===== config.mk =====
export PLATFORM = sky130hd
export DESIGN_NAME = sc_ulpi_upp
export DESIGN_NICKNAME = d
export VERILOG_FILES = /design/src/rtl/sc_ulpi_upp.sv
export SDC_FILE = /design/constraint.sdc
export NUM_CORES = 1
export LEC_CHECK = 0
export ABC_CLOCK_PERIOD_IN_PS = 5500
export BUFFER_PORTS_ARGS = -buffer_cell sky130_fd_sc_hd__buf_2
export CAP_MARGIN = 5
export CORE_ASPECT_RATIO = 0.7
export CORE_MARGIN = 2
export CORE_UTILIZATION = 45
export CTS_CLUSTER_DIAMETER = 100
export DETAILED_ROUTE_END_ITERATION = 7
export PLACE_DENSITY_LB_ADDON = 0.15
export SLEW_MARGIN = 15
export SYNTH_ARGS = -nofsm -noshare
export SYNTH_HDL_FRONTEND = slang
export SYNTH_SLANG_ARGS = --single-unit

===== constraint.sdc =====
create_clock -name ULPICLK -period 5.5 [get_ports ULPICLK]
set_clock_uncertainty 0.05 [all_clocks]
set_input_delay 0.825 -clock ULPICLK [delete_from_list [all_inputs] [get_ports ULPICLK]]
set_output_delay 0.825 -clock ULPICLK [all_outputs]
set_load 0.01 [all_outputs]

===== src/rtl/sc_ulpi_upp.sv =====
// Receive-side ULPI packet parser: validates PIDs, decodes token/SOF/handshake/data
// packets, checks CRC5/CRC16, strips CRC bytes from payload and strobes a completion.
module sc_ulpi_upp #(
    parameter int unsigned MAX_PAYLOAD = 1024
) (
    input  logic        ULPICLK,
    input  logic        ULPIRST,
    input  logic        RXD_VALID,
    input  logic [7:0]  RXD_DATA,
    input  logic        RXD_END,
    input  logic        RXD_ERR,
    output logic        PKT_RX_COMP,
    output logic [3:0]  PKT_RX_PID,
    output logic [6:0]  PKT_RX_ADR,
    output logic [3:0]  PKT_RX_EPN,
    output logic [10:0] PKT_RX_FMN,
    output logic [10:0] PKT_RX_NUM,
    output logic [3:0]  PKT_RX_ERR,
    output logic [7:0]  PKT_RX_DAT,
    output logic        PKT_RX_DAT_VALID
);

    typedef enum logic [2:0] {RxIdle, RxTok1, RxTok2, RxChk, RxHs, RxData, RxDrop} state_e;

    localparam logic [10:0] MaxNum  = 11'(MAX_PAYLOAD);
    localparam logic [10:0] OverNum = 11'(MAX_PAYLOAD + 1);

    state_e      state_q, state_d;
    logic [3:0]  pid_q, pid_d;
    logic [6:0]  adr_q, adr_d;
    logic [3:0]  epn_q, epn_d;
    logic [10:0] fmn_q, fmn_d;
    logic [10:0] num_q, num_d;
    logic [3:0]  err_q, err_d;
    logic [7:0]  dat_q, dat_d;
    logic        dat_vld_q, dat_vld_d;
    logic        comp_q, comp_d;
    logic [7:0]  tok_lo_q, tok_lo_d;
    logic [4:0]  crc5_q, crc5_d;
    logic [15:0] crc16_q, crc16_d;
    logic [7:0]  hold0_q, hold0_d;
    logic [7:0]  hold1_q, hold1_d;
    logic [1:0]  held_q, held_d;
    logic [10:0] field;

    function automatic logic [4:0] crc5_byte(input logic [4:0] crc, input logic [7:0] b);
        logic [4:0] c;
        c = crc;
        for (int i = 0; i < 8; i++) begin
            if (c[4] ^ b[i]) c = {c[3:0], 1'b0} ^ 5'b00101;
            else             c = {c[3:0], 1'b0};
        end
        return c;
    endfunction

    function automatic logic [15:0] crc16_byte(input logic [15:0] crc, input logic [7:0] b);
        logic [15:0] c;
        c = crc;
        for (int i = 0; i < 8; i++) begin
            if (c[15] ^ b[i]) c = {c[14:0], 1'b0} ^ 16'h8005;
            else              c = {c[14:0], 1'b0};
        end
        return c;
    endfunction

    assign field = {RXD_DATA[2:0], tok_lo_q};

    always_comb begin
        state_d   = state_q;
        pid_d     = pid_q;
        adr_d     = adr_q;
        epn_d     = epn_q;
        fmn_d     = fmn_q;
        num_d     = num_q;
        err_d     = err_q;
        dat_d     = dat_q;
        dat_vld_d = 1'b0;
        comp_d    = 1'b0;
        tok_lo_d  = tok_lo_q;
        crc5_d    = crc5_q;
        crc16_d   = crc16_q;
        hold0_d   = hold0_q;
        hold1_d   = hold1_q;
        held_d    = held_q;
        if (state_q == RxIdle) begin
            if (RXD_VALID) begin
                err_d   = '0;
                num_d   = '0;
                held_d  = '0;
                crc5_d  = 5'h1f;
                crc16_d = 16'hffff;
                if (RXD_DATA[7:4] != ~RXD_DATA[3:0]) begin
                    err_d[0] = 1'b1;
                    state_d  = RxDrop;
                end else begin
                    pid_d = RXD_DATA[3:0];
                    unique case (RXD_DATA[3:0])
                        4'h1, 4'h9, 4'hD, 4'h4, 4'h5: state_d = RxTok1;
                        4'h3, 4'hB, 4'h7, 4'hF:       state_d = RxData;
                        4'h2, 4'hA, 4'hE, 4'h6:       state_d = RxHs;
                        default: begin
                            err_d[2] = 1'b1;
                            state_d  = RxDrop;
                        end
                    endcase
                end
            end
        end else if (RXD_END) begin
            comp_d  = 1'b1;
            state_d = RxIdle;
            case (state_q)
                RxTok1, RxTok2: err_d[2] = 1'b1;
                RxChk: if (crc5_q != 5'b01100) err_d[1] = 1'b1;
                // CRC16 is only meaningful once both CRC bytes were received
                RxData: begin
                    if (held_q != 2'd2)           err_d[2] = 1'b1;
                    else if (crc16_q != 16'h800D) err_d[1] = 1'b1;
                end
                default: ;
            endcase
            if (RXD_ERR) err_d[3] = 1'b1;
        end else if (RXD_ERR) begin
            err_d[3] = 1'b1;
            state_d  = RxDrop;
        end else if (RXD_VALID) begin
            case (state_q)
                RxTok1: begin
                    tok_lo_d = RXD_DATA;
                    crc5_d   = crc5_byte(crc5_q, RXD_DATA);
                    state_d  = RxTok2;
                end
                RxTok2: begin
                    crc5_d = crc5_byte(crc5_q, RXD_DATA);
                    if (pid_q == 4'h5) begin
                        fmn_d = field;
                    end else begin
                        adr_d = field[6:0];
                        epn_d = field[10:7];
                    end
                    state_d = RxChk;
                end
                RxChk, RxHs: begin
                    err_d[2] = 1'b1;
                    state_d  = RxDrop;
                end
                RxData: begin
                    crc16_d = crc16_byte(crc16_q, RXD_DATA);
                    // The two most recent bytes may be the CRC, so only older bytes leave
                    if (held_q == 2'd2) begin
                        if (num_q < MaxNum) begin
                            dat_d     = hold1_q;
                            dat_vld_d = 1'b1;
                            num_d     = num_q + 11'd1;
                        end else if (num_q == MaxNum) begin
                            num_d    = OverNum;
                            err_d[2] = 1'b1;
                        end
                    end else begin
                        held_d = held_q + 2'd1;
                    end
                    hold1_d = hold0_q;
                    hold0_d = RXD_DATA;
                end
                default: ;
            endcase
        end
    end

    always_ff @(posedge ULPICLK) begin
        if (ULPIRST) begin
            state_q   <= RxIdle;
            pid_q     <= '0;
            adr_q     <= '0;
            epn_q     <= '0;
            fmn_q     <= '0;
            num_q     <= '0;
            err_q     <= '0;
            dat_q     <= '0;
            dat_vld_q <= 1'b0;
            comp_q    <= 1'b0;
            tok_lo_q  <= '0;
            crc5_q    <= 5'h1f;
            crc16_q   <= 16'hffff;
            hold0_q   <= '0;
            hold1_q   <= '0;
            held_q    <= '0;
        end else begin
            state_q   <= state_d;
            pid_q     <= pid_d;
            adr_q     <= adr_d;
            epn_q     <= epn_d;
            fmn_q     <= fmn_d;
            num_q     <= num_d;
            err_q     <= err_d;
            dat_q     <= dat_d;
            dat_vld_q <= dat_vld_d;
            comp_q    <= comp_d;
            tok_lo_q  <= tok_lo_d;
            crc5_q    <= crc5_d;
            crc16_q   <= crc16_d;
            hold0_q   <= hold0_d;
            hold1_q   <= hold1_d;
            held_q    <= held_d;
        end
    end

    assign PKT_RX_COMP      = comp_q;
    assign PKT_RX_PID       = pid_q;
    assign PKT_RX_ADR       = adr_q;
    assign PKT_RX_EPN       = epn_q;
    assign PKT_RX_FMN       = fmn_q;
    assign PKT_RX_NUM       = num_q;
    assign PKT_RX_ERR       = err_q;
    assign PKT_RX_DAT       = dat_q;
    assign PKT_RX_DAT_VALID = dat_vld_q;

endmodule

Word-level counts from Yosys, hierarchy flattened
Cells that the tools add are included.
- bits in registers: 101
- output and inout port bits: 51
- input port bits: 13
- word-level logic and storage cells: 333
- magnitude comparators: 1
- $add $sub $neg: 2
- bitwise operators: 55
- reductions and logical operators: 32
- equality and inequality tests: 38
- mux-type cells: 186
- operator list (cell ; count):
    two-way mux 16 bit ; 49
    two-way mux 5 bit ; 75
    two-way mux 11 bit ; 9
    two-way mux 3 bit ; 22
    NOT 2 bit ; 15
    == test 4 bit, second input constant ; 6
    NOT 3 bit ; 8
    AND reduction 6 bit ; 4
    bitwise XOR 1 bit ; 23
    == test 4 x 3 -> 1 bit, second input constant ; 5
    AND reduction 5 bit ; 4
    case mux 3 bit (3 select lines) ; 2
    two-way mux 1 bit ; 17
    inequality test 16 bit, second input constant ; 1
    inequality test 4 bit, second input constant ; 4
    two-way mux 2 bit ; 7
    AND reduction 7 bit ; 2
    OR reduction 13 bit ; 1
    nonzero test 3 bit ; 4
    adder 11 x 1 -> 11 bit, second input constant ; 1
    == test 11 bit, second input constant ; 1
    < comparator 11 bit, second input constant ; 1
    case mux 5 bit (2 select lines) ; 1
    inequality test 3 bit, second input constant ; 3
    other kinds (28) ; 49

Depth between registers and ports, before layout
- depth in word-level cells: 56
- depth in mapped cells: 8
- depth with buffers taken out: 7

Least setup slack after synthesis
OpenSTA, ideal clock, no wires.
- kind: in2reg
- start: input RXD_DATA[3]
- end: register crc16_q[15]
- library setup time: 0.091 ns
- stages: 5
- path slack: 3.139 ns
- buffers on the path: 1
- arrival time: 2.220 ns
- data required time: 5.359 ns
- path through: buf_2 > xnor2_1 > xnor3_2 > xnor3_2 > a311oi_1
- word-level cells in the longest chain between the ends: 35
- ends and longest elaborated chain (item ; RTL line ; source):
    start: declaration ; 9 ; input logic [7:0] RXD_DATA,
    bitwise XOR 1 bit ; 60 ; if (c[15] ^ b[i]) c = {c[14:0], 1'b0} ^ 16'h8005;
    two-way mux 16 bit ; 60 ;
    two-way mux 16 bit ; 126 ; case (state_q)
    two-way mux 16 bit ; 125 ; end else if (RXD_VALID) begin
    two-way mux 16 bit ; 122 ; end else if (RXD_ERR) begin
    two-way mux 16 bit ; 108 ; end else if (RXD_END) begin
    two-way mux 16 bit ; 85 ; if (state_q == RxIdle) begin
    bitwise XOR 1 bit ; 60 ;
    [19 not listed] ; -- ;
    two-way mux 16 bit ; 85 ;
    bitwise XOR 1 bit ; 60 ;
    two-way mux 16 bit ; 60 ;
    two-way mux 16 bit ; 126 ;
    two-way mux 16 bit ; 125 ;
    two-way mux 16 bit ; 122 ;
    two-way mux 16 bit ; 108 ;
    two-way mux 16 bit ; 85 ;
    end signal: assignment ; 200 ; crc16_q <= crc16_d;
    end: declaration ; 40 ; logic [15:0] crc16_q, crc16_d;
No other way between the ends. The select of a mux whose other input is x is not followed.
A chain may end at the register's enable or synchronous reset.

Final worst setup path
- start: register state_q[2]
- end: register held_q[0]
- word-level cells in the longest chain between the ends: 3
- elaborated cells on any way between the ends: 9
- those cells by class: eq/ne (5); mux (1); reduce/logical (3)
- ends and longest elaborated chain (item ; RTL line ; source):
    start: declaration ; 28 ; state_e state_q, state_d;
    start signal: assignment ; 171 ; state_q <= RxIdle;
    start signal: assignment ; 188 ; state_q <= state_d;
    logical NOT 3 bit / == test 3 bit (equally long branches) ; 85, 126 ;
    inequality test 2 bit (no line) (tied with other cells) ; -- ;
    AND reduction 6 bit (no line) ; -- ;
    end signal: assignment ; 203 ; held_q <= held_d;
    end: declaration ; 43 ; logic [1:0] held_q, held_d;
Several ways; a longest one is shown, not always the timed one.

==> run summary <==
Pin count of the biggest net entering global routing = 81
Crit-path leading delay family = simple AND/OR/NAND/NOR gates
Mapped Avg Cell Area = 8.80 µm²
Worst path required time = 5.71 ns
Register bit total from synthesis = 101
Total number of yosys warnings = 0
First-pass GRT wire length = 17.7 mm
IO Pins = 64
Routed length per instance = 15.4 µm
Synth Area in XOR/XNOR = 0.0971
Synth area leader = dfxtp_1
Crit-path slowest cell = dfxtp_1
# DRC = 0
Setup TNS = 0 ns
Cell area after synthesis = 4690 µm²
ANT cells = 0
Iter 0 DRT Violations = 327
Number of distinct library cells after synthesis = 59
Final wirelength = 10.9 mm
Vias in the first global route = 3456
Adder-cell share of the synthesized area = 0.0125
Number of CTS-inserted buffers = 9
Clk buf depth = 2
GR Overflow Total = 0
Synthesized netlist cell count = 533
Number of hold buffers added after cts = 0
Area after DPL = 5030 µm²
Synth Area in Compound Gates = 0.124
Pwr Total = 1.73 mW
H-tree Lvls = 3
Top post-synthesis cells by count = 101 x dfxtp_1, 65 x nor2_1, 59 x nand2_1, 40 x a21oi_1, 37 x mux2i_1
Placed cell count = 694
Initial Util = 0.458
Final Hold Viols = 0
Worst Path Arrival = 2.90 ns
DR vias/cell = 5.44
R2R Path Start = state_q[2]
FF+latch area = 2020 µm²
Antenna-violating nets left = 0
Max_slew headroom = 0.449
Synth Area in Simple Gates = 0.208
CP max FO = 23
Max-cap viol count = 0
Final period util = 0.490
Clock Tree Root = clkbuf_16
HPWL Detailed = 7.60 mm
GRT Util Overall = 0.199
Multi-input logic area = 2440 µm²
Fin cells = 710
Total clock sinks = 101
Reg clk slew, reported paths = 0.07 ns
Worst-margin pin slew = 0.827 ns
Hold Path Stages = 2
Post-synth net total = 549
Slew Limit Fails = 0
Reg-to-reg slack, setup = 2.81 ns
Synth area leaders = dfxtp_1 43%, mux2i_1 7.9%, nor2_1 5.2%, nand2_1 4.7%, xnor2_1 4.5%
Share of cells above drive strength 1 = 0.164
Worst path cell trace = nor4bb_1, o21a_1, buf_4, nand2_1, or3_1, a21oi_1
Placer congestion estimate = 0.832
Worst Hold End = hold1_q[0]
Max Clock Freq = 371 MHz
Worst Path Buf+Inv = 1
Share of the synthesized area in the top cell type = 0.431
Synth async-reset ratio = 0
Power per cell area = 325 nW/µm²
Critical Path Max Stage Delay = 0.58 ns
Total Die Area = 11300 µm²
Peak supply drop = 0.000165 V
Post-synth top flop = dfxtp_1
Fin nets = 589
RSZ-0062 raised after global routing = false
CTS tree = yes
Post-synth EDFFs = 0
Endpoints failing setup = 0
FILL cells = 998
Post-CTS resize count = 0
Core area = 10200 µm²
Run status = finished, final reports clean
Final Instance Area = 5330 µm²
Main combinational cell family by area after synthesis = simple AND/OR/NAND/NOR gates
Post-CTS Setup Repair Bufs = 0
Worst Reg-to-Reg Cells = 6
Cell leakage power = 2.32 nW
Initial antenna violation count = 0
Crit start category = register
FF-to-FF End = held_q[0]
Die width = 126 µm
Post-synthesis sequential area ratio = 0.431
Row count = 31
Final Critical Period = 2.69 ns
Final core utilization = 0.521
Via count = 3859
Crit Path Class = register to register
Area growth syn-to-layout = 13.7%
Clk_lat worst skew = 0.34 ns
Multiplexer share of the synthesized area = 0.0790
Die height = 89.4 µm
CP Capture Type = register
Length of the first detailed-routing pass in iterations = 5
HP Start = hold0_q[0]
Cell with the most instances after synthesis = dfxtp_1
Hold Crit Class = register to register
IO buf count = 63
[cells in the final DEF (no fill, tap or decap), drive strengths merged, types with 3 or more instances in the layout]
master	n
clkbuf	9
dfxtp	101
and3	3
xor2	8
o31ai	5
or3	10
buf	68
mux2i	37
nor4	4
nor2	65
nand2b	3
ha	3
a21oi	40
a211oi	3
or4	4
nor3	21
a31oi	4
o21ai	24
o211ai	4
or2	3
nand4	8
nand2	59
xnor3	4
xnor2	25
nand3	11
a311oi	3
inv	16
[cell type report]
cell class | count | share of cell area
Clock buffer | 9 | 0.0422
Timing Repair Buffer | 68 | 0.0662
Clock inverter | 7 | 0.0150
Multi-Input combinational cell | 381 | 0.458
Sequential cell | 101 | 0.379
Tap cell | 132 | 0.0310
Inverter | 12 | 0.00845
[where the power goes]
part	internal, mW	switching [mW]
registers	0.755	0.0285
logic	0.126	0.177
clock network	0.359	0.287
[worst max path at each step]
stage | startpoint | end | slack [ns] | cells after the start
3_3_place_gp | RXD_END | held_q[0] | 2.52 | 7
4_1_cts | state_q[2] | held_q[0] | 2.84 | 6
5_1_grt | state_q[2] | held_q[0] | 2.50 | 6
6_report | state_q[2] | held_q[0] | 2.81 | 6
2_1_floorplan | RXD_DATA[3] | crc16_q[15] | 3.14 | 5
3_5_place_dp | RXD_END | held_q[0] | 2.50 | 7
[sequential cells by signal (all words and copies together) (netlist names), 2 cells and up]
name        cells
hold1_q         8
PKT_RX_EPN      4
PKT_RX_FMN     11
tok_lo_q        8
crc16_q        16
PKT_RX_NUM     11
held_q          2
hold0_q         8
state_q         3
crc5_q          5
PKT_RX_DAT      8
PKT_RX_PID      4
PKT_RX_ERR      4
PKT_RX_ADR      7
[tightest hold or removal path, cell delays in order (launching register included)]
cell and delay, ns:
dfxtp_1 0.31, nand2_1 0.05, a21oi_1 0.05
[routing by layer]
layer	GRT usage	routed length, µm
met5	0	0
met4	0.0569	100
met3	0.0437	624
met2	0.296	4680
met1	0.292	5510
[cells by family (layout without fill, tap and decap cells)]
family / Yosys count / after routing
AND/OR/NAND/NOR: 203 / 203
AO/OA/AOI/OAI: 97 / 97
adder cells (fa/ha/maj): 5 / 5
flip-flops: 101 / 101
XOR/XNOR: 39 / 39
multiplexers: 37 / 37
buffers and inverters: 51 / 96
[stage by stage]
stage                     setup slack (ns)  hold slack [ns]
after floorplan                       3.14            0.382
after global placement                2.52            0.392
after detailed placement              2.50            0.397
after CTS                             2.84            0.406
after global routing                  2.50            0.427
final                                 2.81            0.404
No activity file was read; power rests on OpenSTA's default activity.
